`config.mk`:
```
export PLATFORM = sky130hd
export DESIGN_NAME = spm_serdes
export DESIGN_NICKNAME = d
export VERILOG_FILES = /design/src/rtl/spm_serdes.sv
export SDC_FILE = /design/constraint.sdc
export NUM_CORES = 1
export LEC_CHECK = 0
export BUFFER_PORTS_ARGS = -buffer_cell sky130_fd_sc_hd__buf_2
export CAP_MARGIN = 20
export CORE_ASPECT_RATIO = 2
export CORE_UTILIZATION = 53
export DETAILED_ROUTE_END_ITERATION = 7
export HOLD_SLACK_MARGIN = 0.08
export PLACE_DENSITY = 0.81
export SLEW_MARGIN = 20
export SYNTH_ARGS = -nofsm -noshare
export SYNTH_HDL_FRONTEND = slang
export SYNTH_SLANG_ARGS = --single-unit
```
`constraint.sdc`:
```
create_clock -name clk -period 2.5 [get_ports clk]
set_clock_uncertainty 0.15 [all_clocks]
set_input_delay 0.375 -clock clk [delete_from_list [all_inputs] [get_ports clk]]
set_output_delay 0.375 -clock clk [all_outputs]
set_load 0.005 [all_outputs]
```
`src/rtl/spm_serdes.sv`:
```
// Host-side operand loader and product collector for the serial-parallel multiplier array.
// The multiplicand is held parallel on x_out while y is streamed LSB-first and product bits are captured.
module spm_serdes #(
  parameter int WIDTH  = 32,
  parameter bit SIGNED = 1'b1,
  parameter int LAT    = 0
) (
  input  logic                 clk,
  input  logic                 rst,
  input  logic                 in_valid,
  output logic                 in_ready,
  input  logic [WIDTH-1:0]     in_x,
  input  logic [WIDTH-1:0]     in_y,
  output logic [WIDTH-1:0]     x_out,
  output logic                 y_out,
  output logic                 spm_clr,
  input  logic                 p_in,
  output logic                 out_valid,
  input  logic                 out_ready,
  output logic [2*WIDTH-1:0]   out_p
);

  // state | meaning
  // IDLE  | waiting for an operand pair, in_ready=1
  // CLEAR | one cycle clearing the spm array and capture register
  // SHIFT | streaming y bits out, sampling product bits in
  // DONE  | product presented until out_ready

  localparam int PW   = 2 * WIDTH;
  localparam int LAST = PW + LAT - 1;
  localparam int CW   = $clog2(PW + LAT + 1);

  typedef enum logic [1:0] {IDLE, CLEAR, SHIFT, DONE} state_t;

  state_t          state, state_nx;
  logic [CW-1:0]   cnt;
  logic [PW-1:0]   y_sr;
  logic [PW-1:0]   cap;
  logic [PW-1:0]   y_ext;
  logic            y_sgn;
  logic            accept;
  logic            last;
  logic            sample;

  assign y_sgn  = SIGNED && in_y[WIDTH-1];
  assign y_ext  = {{WIDTH{y_sgn}}, in_y};
  assign accept = in_valid && in_ready;
  assign last   = (int'(cnt) == LAST);
  assign sample = (int'(cnt) >= LAT);
  assign out_p  = cap;

  always_comb begin
    state_nx  = state;
    in_ready  = 1'b0;
    out_valid = 1'b0;
    case (state)
      IDLE: begin
        in_ready = 1'b1;
        if (in_valid) state_nx = CLEAR;
      end
      CLEAR: state_nx = SHIFT;
      SHIFT: if (last) state_nx = DONE;
      DONE: begin
        out_valid = 1'b1;
        if (out_ready) state_nx = IDLE;
      end
      default: state_nx = IDLE;
    endcase
  end

  always_ff @(posedge clk) begin
    if (!rst) begin
      state   <= IDLE;
      cnt     <= '0;
      y_sr    <= '0;
      cap     <= '0;
      x_out   <= '0;
      y_out   <= 1'b0;
      spm_clr <= 1'b1;
    end else begin
      state   <= state_nx;
      spm_clr <= (state_nx == CLEAR);
      case (state)
        IDLE: begin
          if (accept) begin
            x_out <= in_x;
            y_sr  <= y_ext;
          end
        end
        CLEAR: begin
          cnt   <= '0;
          cap   <= '0;
          y_out <= y_sr[0];
          y_sr  <= {1'b0, y_sr[PW-1:1]};
        end
        SHIFT: begin
          cnt <= cnt + CW'(1);
          // Zero-filled shift register drives y_out low once all 2*WIDTH bits are gone.
          if (sample) cap <= {p_in, cap[PW-1:1]};
          y_out <= last ? 1'b0 : y_sr[0];
          y_sr  <= {1'b0, y_sr[PW-1:1]};
        end
        default: ;
      endcase
    end
  end

endmodule

```
==> summary.txt, run 1 <==
clk slew on worst S/H paths = 0.06 ns
mapped cell area = 6910 um2
relative slew slack = 48.5%
startpoint types = flop
area leader, netlist = dfxtp_1
vias in the first global route = 5529
first-pass GRT wire length = 25.1 mm
Tmin final = 2.30 ns
reg-to-reg endpoint = y_sr[58]
Area Growth Syn to Fin = 25.0%
Clock Tree Root = clkbuf_16
# DRC = 0
Worst Hold Depth = 2
flops & latches, synth = 171
GR Overflow Total = 0
most common cell after layout, fill and taps aside = dfxtp_1
worst hold start = rst
Async SR Flop Fraction = 0%
Pwr Density = 1200 nW/um2
worst vdd ir = 1250 uV
critical path class = flop to flop
fill count = 1024
RSZ-0062 raised after global routing = false
Synthesized Nets = 823
WL final = 16.4 mm
clk buf depth = 2
simple-gate share of the synthesized area = 18.2%
met1 Track Usage GR = 25.0%
top cell type's share of synthesized area = 49.5%
CTS sink count = 171
Worst EP required = 2.68 ns
crit end category = flop
reg2reg setup slack = 0.20 ns
post-synthesis adder-cell area fraction = 0.905%
Core Footprint = 12600 um2
IO Pins = 169
Compound-Gate Fraction of Synth Area = 20.2%
Synth Flop Type = dfxtp_1
drt wl/cell = 15.4 um
vias per std cell = 5.59
Slew Limit Fails = 0
crit share post-route = 92.0%
worst-path maximum fanout = 33
Synth cell types = 34
largest cells by area after synthesis = dfxtp_1 50%, a21oi_1 9.7%, nand2b_1 6.3%
Worst EP arrival = 2.48 ns
DP HPWL = 9.90 mm
Crit Reg-Reg Startpoint = state[0]
P_leak = 3.43 nW
TritonCTS clock tree = built
Initial Util = 54.7%
worst min path class = input port to flop
Worst-Margin Slew = 0.772 ns
detailed-router iteration count before antenna repair = 6
post-CTS resize count = 0
# nets final = 980
CTS buffer count = 17
layout cells sized above 1 = 26.9%
DIE AREA = 13500 um2
grt met2 use = 41.9%
multiplexer share of the synthesized area = 5.03%
initial DRC count = 316
Max Fclk = 0.435 GHz
row count = 58
via count = 5976
Worst Hold Slack = 0.112 ns
fin cells = 1070
GP Congestion = 0.753
EDFF count, synth = 0
DIE HEIGHT = 163 um
Avg Cell Area, Syn = 9.22 um2
status = completed
Final Hold Viols = 0
hold endpoint = spm_clr
Die Wd = 82.7 um
met3 GRT Util = 4.69%
Routed Antenna Nets = 0
largest family of logic cells by synthesized area = compound AO/OA/AOI/OAI gates
register area share after synthesis = 49.5%
post-route setup TNS = 0 ns
busiest grt layer = met2
Synth Area in XOR/XNOR = 0.380%
GRT Total Usage = 23.8%
leading cell types in the layout, fill and taps excluded = 171 x dfxtp_1, 168 x buf_2, 134 x a21oi_1, 71 x nand2_1, 70 x nand2b_1
reg2reg path depth = 5
later-pin clock latency in the skew report = 0.42 ns
DP Cell Count = 1004
count of warnings emitted by yosys = 0
PortBufs = 168
Max Cap Viol = 0
initial antenna violation count = 0
largest net degree at the start of global routing = 110
H-tree level count = 4
Mapped Cells = 749
final setup vio count = 0
## what timing repair did
item / CTS / global route
hold buffers: 33 / 0
setup buffers: 0 / 0
hold endpoints to repair: 33 / 0
## flip-flops by register name, summed over array words and instances, names as in the netlist
name     flops
cnt          7
out_p       64
spm_clr      1
state        2
x_out       32
y_out        1
y_sr        64
## where the power goes
part           switching, W  internal [W]
clock               0.00115       0.00145
sequential         0.000295       0.00326
combinational       0.00252       0.00171
## Yosys cell counts (4+ instances only)
cell type / instances
dfxtp_1: 171
a21oi_1: 134
nand2_1: 71
nand2b_1: 70
nand3_1: 68
nor2_1: 35
a32oi_1: 32
a211oi_2: 31
mux2i_1: 31
clkbuf_1: 30
buf_2: 26
buf_4: 8
buf_6: 6
ha_1: 5
buf_1: 4
## worst max path at each step
stage,slack (ns),end,from,cells past startpoint
6_report,0.20,y_sr[58],state[0],5
5_1_grt,0.01,y_sr[37],state[0],5
4_1_cts,0.24,y_sr[42],state[0],5
3_5_place_dp,0.27,y_sr[55],state[0],5
3_3_place_gp,0.35,y_sr[56],state[0],5
2_1_floorplan,0.61,y_sr[10],state[0],8
## critical path: stages (launching register included)
cell and delay, ns:
dfxtp_1 0.42, inv_1 0.13, ha_4 0.30, buf_4 0.21, nand3b_2 0.66, a21oi_1 0.33
## layout make-up
type / count / area [um2] / area share, %
clock buffer: 19 / 443 / 5.13
multi-input combinational: 501 / 3100 / 35.9
antenna: 1 / 2.50 / 0.0290
clock inverter: 13 / 144 / 1.67
timing repair buffer: 212 / 1320 / 15.2
inverter: 3 / 16.3 / 0.188
tap: 150 / 188 / 2.17
sequential: 171 / 3420 / 39.6
## stage by stage
stage | power, W | worst slack (ns) | instance area [um2] | utilization, %
final | 0.0104 | 0.201 | 8640 | 68.4
after global routing | 0.0110 | 0.0124 | 8630 | 68.4
after CTS | 0.0104 | 0.237 | 8630 | 68.4
after detailed placement | 0.00773 | 0.273 | 7720 | 61.1
after global placement | 0.00761 | 0.354 | 7720 | 61.1
after floorplan | 0.00715 | 0.607 | 6910 | -
## cell families (layout without fill, tap and decap cells)
logic type,count (synthesis),count (layout)
flops,171,171
compound gates,204,204
xor+xnor,3,3
other cells,0,1
buf+inv,77,247
fa+ha+maj,5,5
mux,33,33
simple gates,256,256
## metal layers
metal,wire (um),vias up,share of wire [%]
met3,517,50,3.1
li1,-,2944,-
met4,677,0,4.1
met1,6310,2834,38
met5,0,-,0
met2,8920,148,54
(Power assumes the default switching activity.)
==> run 2, diff against run 1 <==
PLACE_DENSITY = 0.79   (was 0.81)
==> summary.txt, run 2 (synthesized netlist as in run 1, its figures left out) <==
status = completed
worst vdd ir = 978 uV (-22%)
reg2reg setup slack = 0.35 ns (+0.15 ns)
CTS sink count = 171 (unchanged)
vias per std cell = 5.55 (-0.68%)
Tmin final = 2.15 ns (-0.149 ns)
detailed-router iteration count before antenna repair = 4 (-2)
Worst-Margin Slew = 0.652 ns (-0.120 ns)
DP HPWL = 9.94 mm (+0.36%)
Clock Tree Root = clkbuf_16
first-pass GRT wire length = 24.6 mm (-1.8%)
IO Pins = 169 (unchanged)
crit end category = flop
final setup vio count = 0 (unchanged)
Setup WS post-layout = 0.350 ns (+0.149 ns)
GRT Total Usage = 23.5% (-0.31 points)
layout cells sized above 1 = 27.1% (+0.19 points)
vias in the first global route = 5363 (-3.0%)
initial antenna violation count = 0 (unchanged)
Max Fclk = 0.465 GHz (+6.9%)
GP Congestion = 0.765 (+1.6%)
Die Wd = 82.7 um (unchanged)
setup bufs post-CTS = 0 (unchanged)
startpoint types = flop
worst min path class = input port to flop
P_leak = 3.44 nW (+0.36%)
via count = 5941 (-0.59%)
WL final = 16.0 mm (-2.5%)
crit share post-route = 86.0% (-6.0 points)
clk slew on worst S/H paths = 0.07 ns (about the same)
# nets final = 981 (+0.10%)
row count = 58 (unchanged)
H-tree level count = 4 (unchanged)
Worst EP required = 2.69 ns (about the same)
Setup Slack @ Placement = 0.354 ns (+0.0809 ns)
Initial Util = 54.7% (unchanged)
relative slew slack = 56.3% (+7.8 points)
clk buf depth = 2 (unchanged)
RSZ-0062 raised after global routing = false
PortBufs = 168 (unchanged)
post-CTS resize count = 0 (unchanged)
Max Cap Viol = 0 (unchanged)
leading cell types in the layout, fill and taps excluded = 171 x dfxtp_1, 168 x buf_2, 134 x a21oi_1, 71 x nand2_1, 70 x nand2b_1
drt wl/cell = 15.0 um (-2.6%)
later-pin clock latency in the skew report = 0.42 ns (about the same)
Routed Antenna Nets = 0 (unchanged)
most common cell after layout, fill and taps aside = dfxtp_1
CTS buffer count = 17 (unchanged)
post-route setup TNS = 0 ns (unchanged)
DIE HEIGHT = 163 um (unchanged)
largest net degree at the start of global routing = 103 (-6.4%)
GR Overflow Total = 0 (unchanged)
Area Growth Syn to Fin = 25.6%
Core Footprint = 12600 um2 (unchanged)
initial DRC count = 379 (+20%)
TritonCTS clock tree = built
DIE AREA = 13500 um2 (unchanged)
Pwr Density = 1200 nW/um2 (about the same)
Slew Limit Fails = 0 (unchanged)
Worst EP arrival = 2.34 ns (-0.14 ns)
critical path class = flop to flop
worst-path maximum fanout = 33 (unchanged)
Final Hold Viols = 0 (unchanged)
# DRC = 0 (unchanged)
==> run 2: changes by cell type in the layout (fill, tap and decap cells not counted), moves of 2 or more <==
cell | before | now
buf_12 | 5 | 7
clkinv_4 | 1 | 3
inv_8 | 5 | 2
clkinv_8 | 0 | 2
==> run 2: metal layers <==
layer | vias up | track usage (%) | share of wire [%]
met5 | - | 0 | 0
met4 | 0 | 12.5 | 3.9
met3 | 49 | 5.75 | 3.5
met2 | 136 | 40.7 | 54
met1 | 2809 | 25.4 | 39
li1 | 2947 | - | -
==> run 2: final timing paths <==
check | startpoint | end | cells after the start
hold reg to reg | x_out[30] | x_out[30] | 2
setup / recovery | state[0] | y_sr[32] | 4
setup reg to reg | state[0] | y_sr[32] | 4
hold / removal | rst | spm_clr | 2
==> run 2: where the power goes <==
| group | total [W] | switching, W | leakage [nW] | internal, W |
|---|---|---|---|---|
| Clock | 0.00262 | 0.00117 | 0.291 | 0.00144 |
| Combinational | 0.00426 | 0.00248 | 1.76 | 0.00178 |
| Sequential | 0.00356 | 0.000294 | 1.39 | 0.00326 |
==> run 2: cell type report <==
class | count | area [um2]
fill | 1000 | 3950
multi-input combinational | 501 | 3100
inverter | 3 | 16.3
clock buffer | 18 | 439
tap | 150 | 188
sequential | 171 | 3420
timing repair buffer | 213 | 1350
clock inverter | 14 | 159
antenna | 1 | 2.50
==> run 2: repair_timing <==
item / in CTS / in global routing
hold buffers: 33 / 0
endpoints found under the hold margin: 33 / 0
setup endpoints to repair: 0 / 0
==> run 2: worst max-delay path: stages (launching register included) <==
cell and delay, ns:
dfxtp_1 0.43, inv_1 0.13, ha_4 0.37, nand3b_2 0.67
a21oi_1 0.32
==> run 2: through the flow <==
step	instance area, um2	instances	hold WS, ns	power, W	util [%]
floorplan	6910	749	0.287	0.00715	-
global placement	7750	1005	0.289	0.00772	61.4
detailed placement	7750	1005	0.295	0.00782	61.4
CTS	8680	1070	0.0953	0.0105	68.7
global route	8680	1070	0.119	0.0110	68.7
finish	8680	1071	0.113	0.0104	68.7
==> run 3, diff against run 2 <==
BUFFER_PORTS_ARGS = -buffer_cell sky130_fd_sc_hd__clkbuf_2   (was -buffer_cell sky130_fd_sc_hd__buf_2)
==> summary.txt, run 3 (synthesized netlist as in run 1, its figures left out) <==
row count = 58 (unchanged)
clk buf depth = 2 (unchanged)
Worst-Margin Slew = 0.675 ns (+0.0236 ns)
first-pass GRT wire length = 25.3 mm (+2.7%)
GP Congestion = 0.785 (+2.7%)
Die Wd = 82.7 um (unchanged)
Tmin final = 2.11 ns (-0.0385 ns)
delay-heaviest family, CP = simple AND/OR/NAND/NOR gates
Placed Area = 7750 um2 (unchanged)
DIE AREA = 13500 um2 (unchanged)
DIE HEIGHT = 163 um (unchanged)
most common cell after layout, fill and taps aside = dfxtp_1
IO Pins = 169 (unchanged)
Worst EP arrival = 2.30 ns (-0.04 ns)
later-pin clock latency in the skew report = 0.43 ns (about the same)
PortBufs = 168 (unchanged)
post-route setup TNS = 0 ns (unchanged)
# DRC = 0 (unchanged)
reg-to-reg endpoint = y_sr[45]
RSZ-0062 raised after global routing = false
Worst EP required = 2.69 ns (about the same)
Crit Reg-Reg Startpoint = state[0]
vias in the first global route = 5435 (+1.3%)
via count = 5998 (+0.96%)
Crit-path slowest cell = nand3b_2
worst-path cell chain = inv_1 > ha_4 > nand3b_2 > a21oi_1
P_leak = 3.38 nW (-1.8%)
Initial Util = 54.7% (unchanged)
drt wl/cell = 15.4 um (+3.1%)
startpoint types = flop
CP peak stage delay = 0.67 ns (about the same)
GR Overflow Total = 0 (unchanged)
clk slew on worst S/H paths = 0.07 ns (about the same)
critical path capture point = y_sr[45]
Worst Hold Slack = 0.128 ns (+0.0146 ns)
status = completed
reg2reg setup slack = 0.39 ns (+0.04 ns)
H-tree level count = 4 (unchanged)
crit share post-route = 84.5% (-1.5 points)
setup bufs post-CTS = 0 (unchanged)
# nets final = 981 (unchanged)
fin cells = 1070 (-0.093%)
Slew Limit Fails = 0 (unchanged)
crit end category = flop
worst min path class = input port to flop
worst vdd ir = 1310 uV (+34%)
largest net degree at the start of global routing = 121 (+17%)
DP HPWL = 9.95 mm (about the same)
critical path depth in cells = 4 (unchanged)
final setup vio count = 0 (unchanged)
layout cells sized above 1 = 27.1% (unchanged)
worst-path maximum fanout = 33 (unchanged)
Max Fclk = 0.474 GHz (+1.8%)
critical path class = flop to flop
vias per std cell = 5.61 (+1.1%)
Area Growth Syn to Fin = 25.7% (about the same)
WL final = 16.5 mm (+3.0%)
Max Cap Viol = 0 (unchanged)
reg2reg path depth = 4 (unchanged)
Final Instance Area = 8680 um2 (about the same)
GRT Total Usage = 24.3% (+0.73 points)
Pwr Density = 1210 nW/um2 (+0.99%)
leading cell types in the layout, fill and taps excluded = 171 x dfxtp_1, 168 x clkbuf_2, 134 x a21oi_1, 71 x nand2_1, 70 x nand2b_1
relative slew slack = 54.7% (-1.6 points)
# diodes = 0 (-1)
fill count = 997 (-0.30%)
detailed-router iteration count before antenna repair = 5 (+1)
Clock Tree Root = clkbuf_16
DP Cell Count = 1005 (unchanged)
Routed Antenna Nets = 0 (unchanged)
Final Hold Viols = 0 (unchanged)
initial antenna violation count = 0 (unchanged)
TritonCTS clock tree = built
initial DRC count = 492 (+30%)
Core Footprint = 12600 um2 (unchanged)
WP buf/inv = 1 (unchanged)
CP startpoint = state[0]
CTS sink count = 171 (unchanged)
CTS buffer count = 17 (unchanged)
==> run 3: changes by cell type in the layout (fill, tap and decap cells not counted), sizes merged <==
cell / before / now
clkbuf: 18 / 186
clkinv: 6 / 3
diode: 1 / 0
clkinvlp: 1 / 0
buf: 180 / 12
inv: 9 / 13
==> run 3: how the worst min path moves through the flow <==
stage,start,endpoint,slack (ns),cells after the start
floorplan,y_sr[63],y_sr[63],0.29,2
global placement,x_out[6],x_out[6],0.29,2
detailed placement,x_out[4],x_out[4],0.30,2
CTS,rst,spm_clr,0.12,2
global route,rst,spm_clr,0.14,2
finish,rst,spm_clr,0.13,2
==> run 3: where the power goes <==
part	switching (W)	total [W]	leakage (nW)	internal [W]
logic	0.00253	0.00430	1.69	0.00178
registers	0.000302	0.00356	1.39	0.00326
clock network	0.00121	0.00267	0.299	0.00146
total	0.00404	0.0105	3.38	0.00650
==> run 3: cell type report <==
| class | instances | area [um2] | area share (%) |
|---|---|---|---|
| repair buffers | 213 | 1350 | 15.5 |
| multi-input cells | 501 | 3100 | 35.7 |
| clock buffers | 18 | 439 | 5.06 |
| clock inverters | 14 | 164 | 1.89 |
| inverters | 3 | 16.3 | 0.187 |
| well taps | 150 | 188 | 2.16 |
| flip-flops and latches | 171 | 3420 | 39.4 |
==> run 3: worst register-to-register path, stage by stage (launching register included) <==
cell and delay [ns]:
dfxtp_1 0.42, inv_1 0.12, ha_4 0.33, nand3b_2 0.67
a21oi_1 0.34
==> run 3: timing repair <==
item / CTS / global route
hold buffers: 33 / 0
resized for setup: 0 / 0
endpoints found under the hold margin: 33 / 0
==> run 3: stage by stage <==
| stage | utilization, % | power, W | setup WS (ns) |
|---|---|---|---|
| floorplan | - | 0.00715 | 0.607 |
| global placement | 61.4 | 0.00774 | 0.484 |
| detailed placement | 61.4 | 0.00783 | 0.380 |
| CTS | 68.8 | 0.0106 | 0.392 |
| global route | 68.8 | 0.0111 | 0.217 |
| finish | 68.8 | 0.0105 | 0.388 |
==> run 3: metal layers <==
metal  GRT usage, %  share of wire [%]
met4           16.5                5.3
met2           41.1                 54
met3           4.80                3.6
met5              0                  0
met1           26.1                 38
